==> config.mk <==
export PLATFORM = sky130hd
export DESIGN_NAME = regfile_wb_queue
export DESIGN_NICKNAME = d
export VERILOG_FILES = /design/src/rtl/regfile_wb_pkg.sv /design/src/rtl/wb_bypass_match.sv /design/src/rtl/regfile_wb_queue.sv
export SDC_FILE = /design/constraint.sdc
export NUM_CORES = 1
export LEC_CHECK = 0
export BUFFER_PORTS_ARGS = -buffer_cell sky130_fd_sc_hd__buf_2
export CAP_MARGIN = 25
export CORE_MARGIN = 1.5
export CORE_UTILIZATION = 32
export CTS_BUF_LIST = sky130_fd_sc_hd__clkbuf_4 sky130_fd_sc_hd__clkbuf_8
export DETAILED_ROUTE_END_ITERATION = 6
export GPL_ROUTABILITY_DRIVEN = 1
export HOLD_SLACK_MARGIN = 0.05
export SETUP_SLACK_MARGIN = 0.3
export SYNTH_ARGS = -nofsm -noshare
export SYNTH_HDL_FRONTEND = slang
export SYNTH_SLANG_ARGS = --single-unit
==> constraint.sdc <==
create_clock -name clk -period 3.6 [get_ports clk]
set_input_delay 0.36 -clock clk [delete_from_list [all_inputs] [get_ports clk]]
set_output_delay 0.36 -clock clk [all_outputs]
set_load 0.01 [all_outputs]
==> src/rtl/regfile_wb_pkg.sv <==
// Shared types and widths for the regfile writeback queue.
// REG_NUM and DATA_WIDTH are fixed here so the entry struct and every
// user of it agree on field widths.
package regfile_wb_pkg;

  localparam int REG_NUM    = 32;
  localparam int AW         = $clog2(REG_NUM);
  localparam int DATA_WIDTH = 32;

  typedef struct packed {
    logic [AW-1:0]         addr;
    logic [DATA_WIDTH-1:0] data;
  } wb_req_t;

endpackage

==> src/rtl/wb_bypass_match.sv <==
// Bypass lookup for one read port: finds the youngest valid queued entry
// whose destination matches the lookup address.
// Entries arrive age-ordered: index 0 is the oldest, DEPTH-1 the youngest slot.
module wb_bypass_match
  import regfile_wb_pkg::*;
#(
  parameter int DEPTH = 4
) (
  input  logic [DEPTH-1:0]      i_valid,
  input  wb_req_t [DEPTH-1:0]   i_entries,
  input  logic [AW-1:0]         i_addr,
  output logic                  o_hit,
  output logic [DATA_WIDTH-1:0] o_data
);

  // Youngest-first priority search; the first match found wins.
  always_comb begin
    o_hit  = 1'b0;
    o_data = '0;
    for (int j = DEPTH - 1; j >= 0; j--) begin
      if (!o_hit && i_valid[j] && (i_entries[j].addr == i_addr)) begin
        o_hit  = 1'b1;
        o_data = i_entries[j].data;
      end
    end
  end

endmodule

==> src/rtl/regfile_wb_queue.sv <==
// Writeback queue feeding the regfile write ports.
// Buffers execute-stage results and drains up to WRITE_PORTS oldest entries
// per cycle; port 0 always carries the oldest, so same-address writes drained
// together resolve youngest-wins in the regfile.
// Optional feature: define REGFILE_WB_BYPASS_EN to enable the bypass lookup
// of still-queued values; otherwise lookup outputs are tied to zero.
// REG_NUM and DATA_WIDTH come from regfile_wb_pkg.
module regfile_wb_queue
  import regfile_wb_pkg::*;
#(
  parameter int DEPTH       = 4,
  parameter int WRITE_PORTS = 1,
  parameter int READ_PORTS  = 2,
  parameter int ZERO_KEEP   = 1
) (
  input  logic                                   clk,
  input  logic                                   rst,
  input  logic                                   i_in_valid,
  output logic                                   o_in_ready,
  input  logic [AW-1:0]                          i_in_addr,
  input  logic [DATA_WIDTH-1:0]                  i_in_data,
  input  logic                                   i_drain_en,
  output logic [WRITE_PORTS-1:0]                 o_we,
  output logic [WRITE_PORTS-1:0][AW-1:0]         o_waddr,
  output logic [WRITE_PORTS-1:0][DATA_WIDTH-1:0] o_wdata,
  input  logic [READ_PORTS-1:0][AW-1:0]          i_lookup_addr,
  output logic [READ_PORTS-1:0]                  o_lookup_hit,
  output logic [READ_PORTS-1:0][DATA_WIDTH-1:0]  o_lookup_data,
  output logic [$clog2(DEPTH+1)-1:0]             o_count,
  output logic                                   o_empty
);

  localparam int CW = $clog2(DEPTH + 1);
  localparam int PW = $clog2(DEPTH);

  wb_req_t       r_mem [DEPTH];
  logic [PW-1:0] r_head;
  logic [PW-1:0] r_tail;
  logic [CW-1:0] r_count;

  logic          w_accept;
  logic          w_store;
  logic [CW-1:0] w_n;

  assign o_in_ready = (r_count != CW'(DEPTH));
  assign o_count    = r_count;
  assign o_empty    = (r_count == '0);

  // Hard-zero destinations complete the handshake but are never stored.
  assign w_accept = i_in_valid && o_in_ready;
  assign w_store  = w_accept && (int'(i_in_addr) >= ZERO_KEEP);

  assign w_n = !i_drain_en               ? '0 :
               (r_count < CW'(WRITE_PORTS)) ? r_count : CW'(WRITE_PORTS);

  // Write ports show the oldest w_n entries; suppressed while in reset.
  always_comb begin
    o_we    = '0;
    o_waddr = '0;
    o_wdata = '0;
    for (int k = 0; k < WRITE_PORTS; k++) begin
      o_we[k]    = !rst && (k < int'(w_n));
      o_waddr[k] = r_mem[r_head + PW'(k)].addr;
      o_wdata[k] = r_mem[r_head + PW'(k)].data;
    end
  end

  // Entry storage, intentionally not cleared by reset.
  always_ff @(posedge clk) begin
    if (w_store) begin
      r_mem[r_tail] <= '{addr: i_in_addr, data: i_in_data};
    end
  end

  // Pointer and occupancy update; pop and push may happen in the same cycle.
  always_ff @(posedge clk) begin
    if (rst) begin
      r_head  <= '0;
      r_tail  <= '0;
      r_count <= '0;
    end else begin
      r_head  <= r_head + PW'(w_n);
      if (w_store) begin
        r_tail <= r_tail + 1'b1;
      end
      r_count <= r_count + CW'(w_store) - w_n;
    end
  end

`ifdef REGFILE_WB_BYPASS_EN
  wb_req_t [DEPTH-1:0] w_age_entries;
  logic [DEPTH-1:0]    w_age_valid;

  // Present storage oldest-first so the matcher can prioritise by age.
  always_comb begin
    w_age_entries = '0;
    w_age_valid   = '0;
    for (int j = 0; j < DEPTH; j++) begin
      w_age_entries[j] = r_mem[r_head + PW'(j)];
      w_age_valid[j]   = (j < int'(r_count));
    end
  end

  for (genvar i = 0; i < READ_PORTS; i++) begin : g_match
    wb_bypass_match #(.DEPTH(DEPTH)) u_match (
      .i_valid   (w_age_valid),
      .i_entries (w_age_entries),
      .i_addr    (i_lookup_addr[i]),
      .o_hit     (o_lookup_hit[i]),
      .o_data    (o_lookup_data[i])
    );
  end
`else
  logic w_unused_lookup;
  assign w_unused_lookup = ^i_lookup_addr;
  assign o_lookup_hit    = '0;
  assign o_lookup_data   = '0;
`endif

endmodule

# Word level (Yosys, flattened, before mapping)
# Memories as Yosys holds them, arrays and structs flattened. A register that Yosys moved wholly into a read port is not among the register bits.
# Cells that the tools add are included.
# totals
regBits,7
latch_bits,0
ram_bits,148
rom_bits,0
input_bits,51
wordCells,22
mem_count,1
# memory_table
name,depth,word_bits,rd,rd_ports_with_merged_regs,write_ports,line,source
r_mem,4,37,1,1,1,regfile_wb_queue.sv:36,wb_req_t r_mem [DEPTH];
# op_classes
addsub,4
n_mul,0
div_mod_pow,0
order_cmp,3
eq_ne,1
shifts,0
n_mux,5
n_bitwise,0
n_reduce_logical,5
# op_table
operator,count
3-bit 2-to-1 mux,2
"5-bit by 1-bit >= comparator with 1-bit output, second input constant",1
3-bit by 1-bit adder with 3-bit output,1
1-bit logical AND,3
3-bit logical NOT,1
"1-bit by 3-bit < comparator with 1-bit output, first input constant",1
"3-bit by 1-bit < comparator with 1-bit output, second input constant",1
"3-bit inequality test, second input constant",1
3-bit subtractor,1
"2-bit by 1-bit adder with 2-bit output, second input constant",1
2-bit adder,1
1-bit 2-to-1 mux,2
2-bit 2-to-1 mux,1
1-bit logical NOT,1

# Logic depth before layout (Yosys ltp)
# Gate-level depths: netlist (run 1).
# depth
ltp_word,5
depth_mapped,11
mapped_depth_nobuf,11

# Worst setup path after synthesis (run 1)
# Ideal clock, no wire load.
# synth_path
kind,input-to-reg
start,input i_in_addr[0]
end,"register r_count[2], in the netlist o_count[2]"
t_arrival_ps,2377
t_required_ps,3522
path_slack_ps,1146
stages,11
path_cell_list,or4_4 o211a_4 inv_1 ha_1 inv_1 ha_1 inv_1 fa_1 xor2_1 and2_1 nor3_1
# synth_between
elab_chain_cells,4
# synth_rtl
element,line,source
"start, declared",regfile_wb_queue.sv:20,"input logic [AW-1:0] i_in_addr,"
5-bit by 1-bit >= comparator with 1-bit output,regfile_wb_queue.sv:51,assign w_store = w_accept && (int'(i_in_addr) >= ZERO_KEEP);
1-bit logical AND,regfile_wb_queue.sv:51,
3-bit by 1-bit adder with 3-bit output,regfile_wb_queue.sv:86,r_count <= r_count + CW'(w_store) - w_n;
3-bit subtractor,regfile_wb_queue.sv:86,
"end signal, assigned",regfile_wb_queue.sv:86,
"end, declared",regfile_wb_queue.sv:39,logic [CW-1:0] r_count;
# No other way between the ends.
# A chain may end at the register's enable or synchronous reset.

# Worst setup path in the final report (run 1)
# layout_path
start,"register r_count[2], in the netlist o_count[2]"
end,"register r_count[2], in the netlist o_count[2]"
# layout_between
elab_chain_cells,5
elab_cells_between_ends,8
classes_between,2 x add/sub; 1 x order compare; 1 x eq/ne; 2 x mux; 2 x reduce/logical
# layout_rtl
element,line,source
3-bit inequality test,regfile_wb_queue.sv:45,assign o_in_ready = (r_count != CW'(DEPTH));
1-bit logical AND,regfile_wb_queue.sv:50,assign w_accept = i_in_valid && o_in_ready;
1-bit logical AND,regfile_wb_queue.sv:51,
3-bit by 1-bit adder with 3-bit output,regfile_wb_queue.sv:86,
3-bit subtractor *,regfile_wb_queue.sv:86,
# Mark *: on every way between the ends. The rest lies on a longest branch, timed or not.

==> results of run 1 <==
layout make-up:
| class | count | area [sq um] | share of cell area (%) |
|---|---|---|---|
| repair buffers | 89 | 523 | 7.20 |
| clock inverters | 14 | 170 | 2.34 |
| flip-flops and latches | 155 | 4590 | 63.2 |
| inverters | 6 | 22.5 | 0.310 |
| multi-input cells | 138 | 1390 | 19.1 |
| well taps | 265 | 332 | 4.57 |
| clock buffers | 18 | 241 | 3.32 |
sequential cells by signal (all words and copies together) (netlist names):
name     cells
r_mem      148
o_count      3
r_head       2
r_tail       2
metal layers:
layer	global-route usage (%)	vias up	part of all wire (%)
met3	4.53	16	7.8
met5	0	-	0.12
met4	4.56	2	1.4
met2	18.8	115	49
met1	12.7	1409	41
li1	-	1265	-
logic make-up after synthesis:
| family | share of synthesized area, % |
|---|---|
| muxes | 13.7 |
| AOI/OAI and AO/OA | 0.279 |
| buffers and inverters | 8.92 |
| other | 0.119 |
| DFF | 72.9 |
| adders and majority gates | 1.91 |
| xor gates and xnor gates | 0.279 |
| and+or+nand+nor | 1.93 |
critical path, stage by stage (launching register included):
cell and delay (ns):
dfxtp_1 0.39, or3b_1 0.42, o211a_4 0.19, inv_1 0.06
ha_1 0.22, inv_1 0.06, ha_1 0.13, inv_1 0.04
fa_1 0.37, xor2_1 0.16, and2_1 0.15, nor3_1 0.14
Yosys cell counts (all sizes together):
cell type and number:
or4 1, and2 5, fa 1, or3b 1
buf 71, conb 2, mux2i 1, edfxtp 148
ha 8, nor2 5, nand2b 2, xor2 1
dfxtp 7, inv 6, xnor2 1, o211a 1
nor2b 4, clkbuf 4, mux2 1, mux4 37
nor3 2
worst max path at each step:
stage / slack (ns) / startpoint / depth (start not counted) / to
2_1_floorplan: 1.15 / i_in_addr[0] / 11 / o_count[2]
3_3_place_gp: 0.92 / i_in_addr[0] / 12 / o_count[2]
3_5_place_dp: 0.86 / i_in_addr[0] / 12 / o_count[2]
4_1_cts: 1.17 / o_count[2] / 11 / o_count[2]
5_1_grt: 1.03 / o_count[2] / 11 / o_count[2]
6_report: 1.18 / o_count[2] / 11 / o_count[2]
power groups by stage:
stage	combinational, mW	sequential (mW)	clock [mW]
6_report	1.22	2.27	1.34
5_1_grt	1.35	2.29	1.46
4_1_cts	1.26	2.27	1.39
3_5_place_dp	1.26	2.31	0
3_3_place_gp	1.22	2.31	0
2_1_floorplan	0.854	2.29	0
through the flow:
| step | instances | hold slack [ns] | cell area, sq um | total power [mW] |
|---|---|---|---|---|
| 2_1_floorplan | 374 | 0.459 | 6530 | 3.15 |
| 4_1_cts | 685 | 0.0931 | 7260 | 4.92 |
| 3_5_place_dp | 653 | 0.509 | 6850 | 3.57 |
| 5_1_grt | 685 | 0.0903 | 7260 | 5.10 |
| 3_3_place_gp | 649 | 0.491 | 6770 | 3.53 |
| 6_report | 685 | 0.132 | 7260 | 4.83 |
==> impl_metrics.toml, run 1 <==
[run_status]
outcome = "finished clean"

[timing]
slew_headroom_pct = 63.0
setup_viol = 0
min_period_ns = 2.42
setup_tns_ns = 0
tightest_slew_ns = 0.556
fmax_mhz = 413
period_share_pct = 67.3
finalWorstSetupSlack_ns = 1.18
rsz0062_at_grt = "no"
slew_violations = 0
hold_viol = 0
skew_ns = 0.0137

[power]
pwr-share-comb_pct = 25.3
swShare_pct = 28.0
leakage_nw = 2.56
power.switching_mw = 1.35
intPower_mw = 3.48
vdd_ir_drop_max_v = 0.000271
power_frac_clock_pct = 27.8
pwr-share-seq_pct = 47.0
p_per_area_nw_per_um2 = 665

[worst_setup_path]
reg2reg_depth = 11
setup.worst_path.class = "flop to flop"
r2r_end = "o_count[2]"
r2r_start = "o_count[2]"
cp.arrival_ns = 2.79
crit_path_end_kind = "flop"
reg2reg_slack_ns = 1.18
start_kind = "flop"
cp_max_fo = 7
crit_required_ns = 3.97

[routing]
drt_iter0_drc = 155
drt-pass1-iter-count = 6
remaining_drc_errors = 0
via_per_inst = 4.10
drt-total-wl_um = 11000
postRouteAntennaNets = 0
dr_total_vias = 2807
drt-wirelength-per-cell_um = 16.0

[synth]
synth_top_area_share_pct = 70.7
synth_largest_area_cell = "edfxtp_1"
syn_area_per_cell_sq_um = 20.3
synthTopCellsByArea = "edfxtp_1, mux4_2, buf_4"
yosysWarnings = 0
ys_seq_elements = 155
synth_cell_types = 23
synth_area_sq_um = 6290
ys_seq_area_share_pct = 72.9
synth_cells = 309

[clock_tree]
cts_setup_buffers = 0
cts-root-buf = "clkbuf_8"
ctsResizeCount = 0
ctsHoldBuffers = 0
clk_latency_ns = 0.44
clock_sinks = 155
htree_num_levels = 4
clkSlewWorstSetupHoldPaths_ns = 0.09
tritoncts = "yes"
cts-buffers-inserted = 17
clockBufferDepth = 2

[die]
initial_core_util_pct = 32.5
die_h_um = 143
die_area_sq_um = 20500
ios = 160
die_x_um = 143
rows = 51
design.core.area_sq_um = 19300

[hold_path]
hp-class = "input port to flop"
min_to = "r_mem[0][29]"
hp-start = "i_in_data[29]"
whs_path_depth = 1

[place]
place.gp.congestion = 0.711
port_buffers = 83
pre_cts_slack_ns = 0.857
dp.final_hpwl_um = 6850

[finish]
final_common_cell = "edfxtp_1"
syn_to_final_growth_pct = 15.5
num-nets-final = 467
fillers = 1812
fin_util_pct = 37.6
antenna_cells = 0
drive_gt1_share_pct = 39.3
mostFrequentLayoutCells = "edfxtp_1, buf_2, conb_1, mux4_2, clkbuf_8"

[global_route]
grt_pass1_wl_um = 16400
grt_pass1_vias = 2936
grt_antenna_before_repair = 1
grt_max_degree = 36
grt_overflow = 0
grt_usage_pct = 11.2

[run]
maxCapViolations = 0
Note: power is estimated with default switching activity, not from simulation.
==> run 2: changes to the inputs <==
==> constraint.sdc (replaced) <==
create_clock -name clk -period 2.21 [get_ports clk]
set_input_delay 0.221 -clock clk [delete_from_list [all_inputs] [get_ports clk]]
set_output_delay 0.221 -clock clk [all_outputs]
set_load 0.01 [all_outputs]
==> impl_metrics.toml, run 2 (synthesized netlist as in run 1, its figures left out) <==
[clock_tree]
clk_latency_ns = 0.45
clkSlewWorstSetupHoldPaths_ns = 0.08
clock_sinks = 155
tritoncts = "yes"
htree_num_levels = 4
cts-root-buf = "clkbuf_8"
cts-buffers-inserted = 17
clockBufferDepth = 2

[finish]
syn_to_final_growth_pct = 30.2
num-nets-final = 520
multiInputGateArea_sq_um = 1440
mostFrequentLayoutCells = "edfxtp_1, conb_1, buf_2, buf_6, mux4_2"
antenna_cells = 0
largest_reg_flops = 148
fillers = 1721
final_common_cell = "edfxtp_1"
top_register = "r_mem"
final_cell_area_sq_um = 8190
seq_area_sq_um = 4590
drive_gt1_share_pct = 42.1

[routing]
dr_total_vias = 3119
remaining_drc_errors = 0
drt_iter0_drc = 204
wl_met1_um = 4960
drt-pass1-iter-count = 4
postRouteAntennaNets = 0
drt-wirelength-per-cell_um = 16.4
via_per_inst = 4.23
dr_wl_met2_um = 6220
route.top_layer_used = "met5"
route.met3.wl_um = 773
drt-total-wl_um = 12100

[worst_setup_path]
r2r_end = "o_count[2]"
start_kind = "flop"
crit_required_ns = 2.58
crit_buf_inv = 3
setup.worst_path.class = "flop to flop"
crit_family = "adder cells"
crit_slowest_cell = "or3b_4"
crit_path_end_kind = "flop"
max_stage_delay_ns = 0.39
cp.arrival_ns = 2.57
reg2reg_depth = 11
r2r_start = "o_count[0]"
reg2reg_slack_ns = 0.004
cp_max_fo = 2
cp_cell_sequence = "or3b_4, o211a_4, inv_4, ha_4, inv_2, ha_4, inv_2, fa_2, xor2_2, and2_4, nor3_2"

[global_route]
grt_max_degree = 36
grt_pass1_wl_um = 18000
grt_usage_pct = 12.3
grt_antenna_before_repair = 2
grt_overflow = 0
grt_pass1_vias = 3216

[die]
design.core.area_sq_um = 19300
die_h_um = 143
rows = 51
ios = 160
initial_core_util_pct = 32.5
die_x_um = 143
die_area_sq_um = 20500

[power]
pwr-share-comb_pct = 33.5
power_frac_clock_pct = 25.4
swShare_pct = 26.9
leakage_nw = 2.94
pwr-share-seq_pct = 41.1
vdd_ir_drop_max_v = 0.000471
intPower_mw = 6.58
p_per_area_nw_per_um2 = 1100
power.switching_mw = 2.43
power_mw = 9.00

[run]
maxCapViolations = 0

[timing]
setup_viol = 0
skew_ns = 0.0127
min_period_ns = 2.21
hold_viol = 0
slew_violations = 0
rsz0062_at_grt = "yes"
setup_tns_ns = 0
fmax_mhz = 453
finalWorstSetupSlack_ns = 0.00403
period_share_pct = 99.8

[hold_path]
hp-class = "input port to flop"
whs_path_depth = 2
min_to = "o_count[1]"
hp-start = "rst"

[place]
port_buffers = 83
place.gp.congestion = 0.654
place_area_sq_um = 6940
dp.final_hpwl_um = 6950
pre_cts_slack_ns = -0.308

[run_status]
outcome = "finished clean"
-- run 2: cell count changes in the layout (fill, tap and decap cells not counted), moves of 3 or more --
| cell | before | now |
|---|---|---|
| buf_6 | 0 | 39 |
| buf_4 | 1 | 9 |
| buf_16 | 0 | 3 |
| dlygate4sd3_1 | 0 | 35 |
| dfxtp_1 | 5 | 2 |
| buf_2 | 83 | 46 |
| buf_12 | 5 | 10 |
| inv_1 | 6 | 3 |
-- run 2: cell type report --
| class | count | area share [%] |
|---|---|---|
| Clock buffer | 20 | 3.13 |
| Inverter | 6 | 0.306 |
| Clock inverter | 12 | 2.09 |
| Timing Repair Buffer | 142 | 16.7 |
| Tap cell | 265 | 4.05 |
| Sequential cell | 155 | 56.1 |
| Multi-Input combinational cell | 138 | 17.6 |
-- run 2: worst max-delay path by stage --
| stage | cells after the start | to | startpoint | slack, ns |
|---|---|---|---|---|
| floorplan | 11 | o_count[2] | i_in_addr[0] | -0.08 |
| CTS | 11 | o_count[2] | o_count[1] | 0.05 |
| detailed placement | 12 | o_count[2] | i_in_addr[0] | -0.31 |
| global route | 11 | o_count[2] | o_count[0] | -0.05 |
| global placement | 12 | o_count[2] | i_in_addr[0] | -0.26 |
| finish | 11 | o_count[2] | o_count[0] | 0.004 |
-- run 2: through the flow --
step / hold WS, ns / std cells / utilization, %
detailed placement: 0.442 / 663 / 35.9
global placement: 0.431 / 663 / 35.9
finish: 0.0710 / 738 / 42.3
global route: 0.0681 / 738 / 42.3
floorplan: 0.320 / 374 / -
CTS: 0.0516 / 736 / 41.4
-- run 2: routing by layer --
| layer | global-route usage [%] | vias up |
|---|---|---|
| met5 | 0 | - |
| met4 | 4.88 | 4 |
| met3 | 4.33 | 16 |
| met2 | 20.9 | 120 |
| met1 | 14.2 | 1606 |
| li1 | - | 1373 |
-- run 2: timing repair --
action,4_1_cts,5_1_grt
hold buffers,35,0
buffers inserted,3,2
resized for setup,38,27
gates cloned,3,0
hold endpoints to repair,140,0
endpoints found under the setup margin,40,40
pin swaps,1,3
-- run 2: power groups by stage --
stage	Clock [mW]	Sequential [mW]	Combinational, mW
global placement	0	3.72	2.16
global route	2.46	3.73	3.25
finish	2.28	3.70	3.02
floorplan	0	3.73	1.40
CTS	2.33	3.71	2.75
detailed placement	0	3.74	2.18
